<file path="src/rtl/stat_resp_misr.sv">
// stat_resp_misr: response compactor for the Stat benchmark harness.
// Folds one WIDTH-bit response vector per handshake into a MISR, then
// compares the final signature with a golden value and reports pass/fail.
//
// state    | meaning
// ---------+-----------------------------------------------------------
// st_idle  | waiting for start after reset
// st_accum | accepting response vectors, one per transfer
// st_final | one cycle to compare the signature against golden
// st_done  | result held; a new start may be accepted
module stat_resp_misr #(
    parameter int               WIDTH   = 32,
    parameter logic [WIDTH-1:0] POLY    = 32'h04C11DB7,
    parameter logic [WIDTH-1:0] SEED    = '0,
    parameter int               COUNT_W = 16
) (
    input  logic               clk,
    input  logic               rst,
    input  logic               start,
    input  logic [COUNT_W-1:0] num_vectors,
    input  logic [WIDTH-1:0]   golden,
    input  logic               resp_valid,
    input  logic [WIDTH-1:0]   resp_data,
    output logic               resp_ready,
    output logic               busy,
    output logic               done,
    output logic               pass,
    output logic [WIDTH-1:0]   signature,
    output logic [COUNT_W-1:0] vec_count
);

    typedef enum logic [1:0] {
        st_idle,
        st_accum,
        st_final,
        st_done
    } state_t;

    state_t             state;
    logic [COUNT_W-1:0] num_lat;
    logic [WIDTH-1:0]   misr_next;
    logic               xfer;

    // Next MISR value: shift left, fold the polynomial on a carry-out, mix in data.
    always_comb begin
        misr_next = {signature[WIDTH-2:0], 1'b0} ^ resp_data;
        if (signature[WIDTH-1]) begin
            misr_next = misr_next ^ POLY;
        end
    end

    // resp_ready is only ever high in st_accum, so this is the transfer strobe.
    assign xfer = resp_valid & resp_ready;

    // Control FSM with registered handshake/status outputs.
    always_ff @(posedge clk) begin
        if (rst) begin
            state      <= st_idle;
            signature  <= SEED;
            vec_count  <= '0;
            num_lat    <= '0;
            resp_ready <= 1'b0;
            busy       <= 1'b0;
            done       <= 1'b0;
            pass       <= 1'b0;
        end else begin
            case (state)
                st_idle, st_done: begin
                    if (start) begin
                        signature <= SEED;
                        vec_count <= '0;
                        num_lat   <= num_vectors;
                        done      <= 1'b0;
                        pass      <= 1'b0;
                        busy      <= 1'b1;
                        if (num_vectors != '0) begin
                            resp_ready <= 1'b1;
                            state      <= st_accum;
                        end else begin
                            state <= st_final;
                        end
                    end
                end
                st_accum: begin
                    if (xfer) begin
                        signature <= misr_next;
                        vec_count <= vec_count + COUNT_W'(1);
                        if (vec_count == num_lat - COUNT_W'(1)) begin
                            resp_ready <= 1'b0;
                            state      <= st_final;
                        end
                    end
                end
                st_final: begin
                    pass  <= (signature == golden);
                    busy  <= 1'b0;
                    done  <= 1'b1;
                    state <= st_done;
                end
                default: begin
                    state      <= st_idle;
                    resp_ready <= 1'b0;
                    busy       <= 1'b0;
                    done       <= 1'b0;
                end
            endcase
        end
    end

endmodule

</file>
<file path="config.mk">
export PLATFORM = sky130hd
export DESIGN_NAME = stat_resp_misr
export DESIGN_NICKNAME = d
export VERILOG_FILES = /design/src/rtl/stat_resp_misr.sv
export SDC_FILE = /design/constraint.sdc
export NUM_CORES = 1
export LEC_CHECK = 0
export BUFFER_PORTS_ARGS = -buffer_cell sky130_fd_sc_hd__buf_2
export CORE_ASPECT_RATIO = 0.8
export CORE_MARGIN = 4
export CORE_UTILIZATION = 55
export CTS_CLUSTER_DIAMETER = 120
export DETAILED_ROUTE_END_ITERATION = 7
export PLACE_DENSITY_LB_ADDON = 0.25
export SLEW_MARGIN = 20
export SYNTH_ARGS = -nofsm -noshare
export SYNTH_HDL_FRONTEND = slang
export SYNTH_SLANG_ARGS = --single-unit
</file>
<file path="constraint.sdc">
create_clock -name clk -period 5.19 [get_ports clk]
set_input_delay 0.7785 -clock clk [delete_from_list [all_inputs] [get_ports clk]]
set_output_delay 0.7785 -clock clk [all_outputs]
set_load 0.05 [all_outputs]
</file>
* After elaboration in Yosys (flattened, before gate mapping) *
Cells that the tools add are included.

storage, ports and cells
  register bits = 70
  input bits = 84
  output and inout bits = 52
  logic and storage cells = 54

cells by class
  add/subtract/negate cells = 2
  equal/unequal tests = 9
  mux-type cells = 22
  bitwise gates (word level) = 3
  reductions and logical operators = 10

operators with widths
  cell                                                 count
  two-way mux 32 bit                                   2
  case mux 32 bit (2 select lines)                     1
  equality test 32 bit                                 1
  two-way mux 16 bit                                   2
  case mux 16 bit (2 select lines)                     1
  XOR 32 bit                                           1
  two-way mux 27 bit                                   1
  adder 16 x 1 -> 16 bit, second input constant        1
  equality test 16 bit                                 1
  nonzero test 16 bit                                  1
  subtractor 16 x 1 -> 16 bit, second input constant   1
  NOT 14 bit                                           1
  two-way mux 2 bit                                    4
  != test 2 bit, second input constant                 4
  case mux 1 bit (2 select lines)                      4
  two-way mux 1 bit                                    6
  case mux 2 bit (3 select lines)                      1
  AND reduction 3 bit                                  2
  AND reduction 5 bit                                  1
  equality test 2 bit, second input constant           2
  AND reduction 2 bit                                  2
  nonzero test 2 bit                                   2
  equality test 2 x 1 -> 1 bit, second input constant  1
  logical NOT 2 bit                                    1
  other kinds (2)                                      2

* Longest topological paths before layout *
Gate-level depths: netlist (run 1).

  word-level depth = 5
  gate-level depth with buffers = 11
  mapped depth without buffers = 9

* Least setup slack after synthesis (run 1) *
No wires, ideal clock.

  kind = register -> register
  start point = register state[0]
  end point = register vec_count[15]
  library setup time = 0.132 ns
  data arrival time = 2.208 ns
  required time = 5.058 ns
  slack = 2.850 ns
  stages on the path, launching flop included = 12
  path buffers = 2
  clock period less this slack = 2.340 ns
  cell sequence = dfxtp_1 inv_1 ha_1 clkbuf_1 nor2b_1 clkbuf_1 a21oi_2 nand4_1 nor3_1 nand3_1 xor2_1 nor2_1

between the ends
  cells in the longest elaborated chain, start to end = 4
  elaborated cells on any way between the ends = 9
  classes of those cells = eq/ne (4); mux (1); reduce/logical (4)

RTL lines
  what                                                           RTL line  text
  from (decl)                                                    39        state_t state;
  from (signal assigned)                                         58        state <= st_idle;
  from (signal assigned)                                         78        state <= st_accum;
  from (signal assigned)                                         80        state <= st_final;
  equality test 2 bit or logical NOT 2 bit (tied branches)       67        case (state)
  OR reduction 2 bit                                             67
  != test 2 bit (no line) or nonzero test 2 bit (tied branches)  n/a
  AND reduction 3 bit (no line)                                  n/a
  to (signal assigned)                                           87        vec_count <= vec_count + COUNT_W'(1);
  to (decl)                                                      29        output logic [COUNT_W-1:0] vec_count

Several ways; a longest one is shown, not always the timed one.
A chain may end at the register's enable or synchronous reset.

* Worst setup path after layout (run 1) *
  start point = input num_vectors[0]
  end point = register resp_ready

between the ends
  cells in the longest elaborated chain, start to end = 3

RTL lines
  what                           RTL line  text
  from (decl)                    20        input logic [COUNT_W-1:0] num_vectors,
  nonzero test 16 bit            76        if (num_vectors != '0) begin
  != test 2 bit (no line)        n/a
  AND reduction 5 bit (no line)  n/a
  to (signal assigned)           77        resp_ready <= 1'b1;
  to (signal assigned)           89        resp_ready <= 1'b0;
  to (signal assigned)           102       resp_ready <= 1'b0;
  to (decl)                      24        output logic resp_ready,

Every way passes these cells.

==> flow_summary.toml, run 1 <==
[run_status]
run_status = "finished, final reports clean"

[worst_setup_path]
rr_startpoint = "state[0]"
crit_fanout = 4
required_ps = 5380
crit_start = "num_vectors[0]"
rrSetupSlack_ps = 2550
start_kind = "primary input"
endpoint = "resp_ready"
arrival_ps = 2850
crit_path_end_kind = "flop"
rr_worst_depth = 9
path_class = "primary input to flop"
regToRegEndpoint = "vec_count[15]"

[hold_path]
hold_depth = 2
hold_path.class = "flop to flop"

[power]
p_per_area_nw_per_um2 = 396
vdd_drop_max_mv = 0.200
leakagePower_nw = 2.14

[clock_tree]
path_clk_slew_ps = 70
htreeDepth = 3
cts_resized = 0
postCtsSetupRepairBufs = 0
tritoncts = "yes"
cts.sinks = 70
hold_buffers = 0
cts_made_buffers = 9
max-clock-path-buffers = 2
root_buffer = "clkbuf_8"
clkLatencyLatePin_ps = 340

[sta]
fin_crit_sh_pct = 51.1
final-setup-viol-count = 0
finalHoldViolCount = 0
fmax_mhz = 377
setup_tns_ps = 0
drv_slew = 0
worst-slew-pin-transition_ps = 1020
finClkSkew_ps = 3.32
fin_ws_ps = 2540
rsz0062_at_grt = "false"
period_minus_slack_ps = 2650
relSlewSlack_pct = 31.9

[logic_synthesis]
synth_fp_nets = 577
post-synth-top-area-cell = "dfxtp_1"
yosysMostFrequentCell = "dfxtp_1"
synth_area_um2 = 4100
synth_commonest_cells = "dfxtp_1 (70), xnor2_1 (68), nor2_1 (63)"
avgSynthCellArea_um2 = 8.39
ys_warn_count = 0
ys_seq_area_share_pct = 34.2
async_reset_ff_share_pct = 0
synth_cell_types = 55
synthTopCellsByArea = "dfxtp_1 (34%), xnor2_1 (15%), xor2_1 (8.1%)"
synth_edf_count = 0
synth_seq_cells = 70
synthFlopType = "dfxtp_1"
syn-instance-count = 489
yosysTopAreaCellShare_pct = 34.2

[detailed_routing]
drtPass1Iterations = 5
ant_nets = 0
routed_wirelength_um = 11300
viasPerCell = 5.69
drt_iter0_drc = 231
drc = 0
wl_per_cell_um = 16.1
vias = 3997

[global_routing]
grt_pass1_wl_um = 18200
grt_pass1_vias = 3710
antenna_found_initial = 0
grt_use_total_pct = 25.0
grt_max_degree = 59
overflow = 0

[layout]
area.growth.synth_to_final_pct = 22.0
multi_input_area_um2 = 2550
diodes = 0
drive_gt1_share_pct = 26.7
final_nets = 698
fillers = 576
stdcell_area_um2 = 5000
regArea_um2 = 1400

[floorplan]
row_count = 27
start_util_pct = 58.1
die_h_um = 85.3
ios = 136
die_width_um = 105
dieArea_um2 = 8910
core-area_um2 = 7060

[placed_design]
dpl_cell_area_um2 = 4790
io_buffer_count = 135
place_congestion = 0.843
hpwl_um = 8590
post-place-ws_ps = 2480

[run]
cap_violations = 0
==> layer usage <==
metal | vias up | GRT usage [%] | wire [µm]
met3 | 10 | 7.91 | 1030
met2 | 163 | 39.6 | 5040
met4 | 0 | 6.28 | 104
met5 | - | 0 | 0
met1 | 1880 | 33.2 | 5120
li1 | 1944 | - | -
==> worst min-delay path by stage <==
stage | from | end | slack [ps]
finish | pass | pass | 460
global route | pass | pass | 490
CTS | pass | pass | 460
detailed placement | pass | pass | 450
global placement | pass | pass | 440
floorplan | num_lat[15] | num_lat[15] | 450
==> cell families after synthesis <==
| kind of cell | Yosys count | share of synthesized area (%) |
|---|---|---|
| compound gates | 89 | 15.0 |
| fa+ha+maj | 4 | 1.22 |
| xor+xnor | 107 | 23.2 |
| buf+inv | 37 | 3.90 |
| flops | 70 | 34.2 |
| simple gates | 179 | 21.8 |
| mux | 3 | 0.732 |
==> where the power goes <==
part	switching, mW	internal (mW)
logic	0.536	0.292
clock network	0.200	0.283
registers	0.0800	0.592
==> cell type report <==
type | instances | area share [%]
multi-input cells | 382 | 50.9
flip-flops and latches | 70 | 28.0
repair buffers | 138 | 14.0
clock buffers | 12 | 2.90
well taps | 87 | 2.18
clock inverters | 4 | 1.40
inverters | 9 | 0.675
==> metrics by stage <==
| stage | hold slack, ps | instances | power [mW] | util [%] |
|---|---|---|---|---|
| final | 463 | 702 | 1.98 | 70.9 |
| after CTS | 459 | 702 | 1.97 | 70.8 |
| after floorplan | 448 | 489 | 1.31 | - |
| after global routing | 492 | 702 | 2.09 | 70.9 |
| after detailed placement | 449 | 686 | 1.49 | 67.8 |
| after global placement | 439 | 686 | 1.47 | 67.8 |
==> layout by cell type (no fill, tap or decap), types with 3 or more instances in the layout <==
cell type  instances
xnor2_1           68
a22oi_1           34
clkbuf_8          10
nor2_1            62
o21ai_0            8
nand4_1           18
xor2_1            38
dfxtp_1           70
buf_2            135
inv_1              9
nand2_1           44
ha_1               4
nand3_1            9
a21oi_1           25
nor4_1             7
buf_4              3
mux2i_1            3
o2111ai_1          3
or3_1              3
and3_1             3
nor3_1            12
a31oi_1            3
==> worst max-delay path, stage by stage <==
cell and delay (ps):
buf_2 110, nor4_1 730, nand4_1 380, o21ai_0 350
mux2i_1 240, a21boi_0 200, nor2_1 50
==> registers in the layout, summed over array words and instances (netlist names) <==
signal	flops
busy	1
resp_ready	1
vec_count	16
signature	32
pass	1
num_lat	16
done	1
state	2
Power figures use the tool's default switching activity.
==> run 2, diff against run 1 <==
--- a/config.mk
+++ b/config.mk
@@ -8,7 +8,7 @@
 export BUFFER_PORTS_ARGS = -buffer_cell sky130_fd_sc_hd__buf_2
 export CORE_ASPECT_RATIO = 0.8
 export CORE_MARGIN = 4
-export CORE_UTILIZATION = 55
+export CORE_UTILIZATION = 46
 export CTS_CLUSTER_DIAMETER = 120
 export DETAILED_ROUTE_END_ITERATION = 7
 export PLACE_DENSITY_LB_ADDON = 0.25
==> constraint.sdc (replaced) <==
create_clock -name clk -period 2.4 [get_ports clk]
set_input_delay 0.36 -clock clk [delete_from_list [all_inputs] [get_ports clk]]
set_output_delay 0.36 -clock clk [all_outputs]
set_load 0.05 [all_outputs]
==> run 2 against run 1 <==
Compared with the run above: power increased by 130%; sequential cell count is the same; critical path type is now flop to flop; combinational power grew 150%; register-to-register slack worse by 2600 ps; hold slack worse by 200 ps; critical endpoint is now state[0]; the flow now finishes with violations (setup timing); first-iteration DRC count grew 6.5%; critical path depth is 3 higher; global-route usage decreased by 2.2 points; sequential share of layout area shrank 1.3 points; largest power group unchanged; non-clock buffer count rose by 19.
==> flow_summary.toml, run 2 (synthesis gave the netlist of run 1 again) <==
[run_status]
run_status = "finished with violations"
violations = "setup timing"

[clock_tree]
max-clock-path-buffers = 2
clkLatencyLatePin_ps = 350
tritoncts = "yes"
hold_buffers = 0
path_clk_slew_ps = 80
htreeDepth = 3
root_buffer = "clkbuf_8"
cts.sinks = 70
cts_made_buffers = 9

[sta]
fin_crit_sh_pct = 101
period_minus_slack_ps = 2430
setup_tns_ps = -28.5
drv_slew = 0
rsz0062_at_grt = "true"
whs_ps = 263
fin_ws_ps = -28.5
finalHoldViolCount = 0
worst-slew-pin-transition_ps = 512
final-setup-viol-count = 1
finClkSkew_ps = 10.1
relSlewSlack_pct = 65.5
fmax_mhz = 412

[floorplan]
die_width_um = 114
core-area_um2 = 8600
start_util_pct = 47.7
ios = 136
dieArea_um2 = 10500
die_h_um = 92.5
row_count = 30

[layout]
area.growth.synth_to_final_pct = 28.2
largest_reg_flops = 32
utilization_pct = 61.2
regArea_um2 = 1410
regMostFlops = "signature"
layout_commonest_cell = "buf_2"
fillers = 767
multi_input_area_um2 = 2600
reg.largest.list = "signature: 32 flops, num_lat: 16 flops, vec_count: 16 flops"
final_nets = 717
final_cell_count_no_fill = 746
drive_gt1_share_pct = 30.4
stdcell_area_um2 = 5260
final_cell_mix = "buf_2 (135), dfxtp_1 (68), xnor2_1 (67)"
diodes = 0

[placed_design]
placed_cells = 722
post-place-ws_ps = -97.1
io_buffer_count = 135
hpwl_um = 9000
place_congestion = 0.866
dpl_cell_area_um2 = 4900

[power]
clkPwrFrac_pct = 23.9
p_total_mw = 4.61
combPwrFrac_pct = 44.8
p_per_area_nw_per_um2 = 877
seqPwrFrac_pct = 31.4
vdd_drop_max_mv = 0.571
switching_share_pct = 40.6
p_sw_mw = 1.87
internal_power_mw = 2.74
leakagePower_nw = 2.25

[hold_path]
worstHoldStart = "num_vectors[8]"
hold_path.class = "primary input to flop"
hold_depth = 3
hold_path_end = "num_lat[8]"

[global_routing]
antenna_found_initial = 0
grt_max_degree = 34
overflow = 0
grt_pass1_vias = 3899
grt_use_total_pct = 22.8
grt_pass1_wl_um = 19400

[worst_setup_path]
rrSetupSlack_ps = -30
start_kind = "flop"
required_ps = 2680
critical-path-max-stage-delay_ps = 530
rr_startpoint = "num_lat[0]"
rr_worst_depth = 10
path_class = "flop to flop"
critPathSlowestCell = "or4_1"
crit_chain = "inv_2, ha_4, buf_6, o21ba_1, a22oi_2, o2111ai_2, nor4_4, nand4_2, or4_1, nand3_1"
arrival_ps = 2710
crit_fanout = 5
regToRegEndpoint = "state[0]"
crit_path_end_kind = "flop"

[detailed_routing]
drt_iter0_drc = 246
routed_wirelength_um = 12000
drc = 0
drtPass1Iterations = 4
vias = 4014
wl_per_cell_um = 16.1
viasPerCell = 5.38
ant_nets = 0

[run]
cap_violations = 0
-- run 2: cell types whose count changed in the layout (fill, tap and decap cells not counted), moves of 2 or more --
cell and change:
ha_1 -2, o2111ai_2 +2, buf_6 +2, o2111ai_1 -2
buf_4 +17, dfxtp_1 -2, clkbuf_1 -2
-- run 2: how the worst max path moves through the flow --
| stage | from | endpoint | slack (ps) | depth (start not counted) |
|---|---|---|---|---|
| 2_1_floorplan | state[0] | vec_count[15] | 60 | 11 |
| 3_3_place_gp | num_lat[0] | state[0] | 30 | 9 |
| 3_5_place_dp | num_lat[0] | state[0] | -100 | 9 |
| 4_1_cts | num_lat[0] | state[0] | 20 | 9 |
| 5_1_grt | num_lat[0] | state[0] | -120 | 10 |
| 6_report | num_lat[0] | state[0] | -30 | 10 |
-- run 2: cell type report --
| cell class | instances | area share [%] |
|---|---|---|
| multi-input combinational | 382 | 49.4 |
| sequential | 70 | 26.7 |
| timing repair buffer | 157 | 16.1 |
| clock buffer | 11 | 2.88 |
| tap | 112 | 2.66 |
| clock inverter | 5 | 1.55 |
| inverter | 9 | 0.642 |
-- run 2: critical path: cells and delay by family, from the launching register on --
family / cells / cell delay [ps]
AOI/OAI and AO/OA: 3 / 550
adders and majority gates: 1 / 170
buffers and inverters: 2 / 170
DFF: 1 / 380
and+or+nand+nor: 4 / 1120
-- run 2: power groups by stage --
| stage | clock network, mW | logic [mW] | registers (mW) |
|---|---|---|---|
| 6_report | 1.10 | 2.06 | 1.45 |
| 3_5_place_dp | 0 | 1.88 | 1.46 |
| 2_1_floorplan | 0 | 1.25 | 1.58 |
| 4_1_cts | 1.12 | 1.91 | 1.44 |
| 5_1_grt | 1.16 | 2.25 | 1.46 |
| 3_3_place_gp | 0 | 1.84 | 1.46 |
-- run 2: layer usage --
| layer | part of all wire [%] | up-vias | global-route usage [%] |
|---|---|---|---|
| met5 | 0 | - | 0 |
| met3 | 6.9 | 24 | 5.75 |
| met4 | 2.0 | 0 | 7.31 |
| li1 | - | 1980 | - |
| met1 | 45 | 1869 | 31.1 |
| met2 | 46 | 141 | 35.3 |
-- run 2: timing repair --
item                                    CTS  global route
resized for setup                         3            14
pin swaps                                 0            13
endpoints found under the setup margin    2             7
setup buffers                             0             8
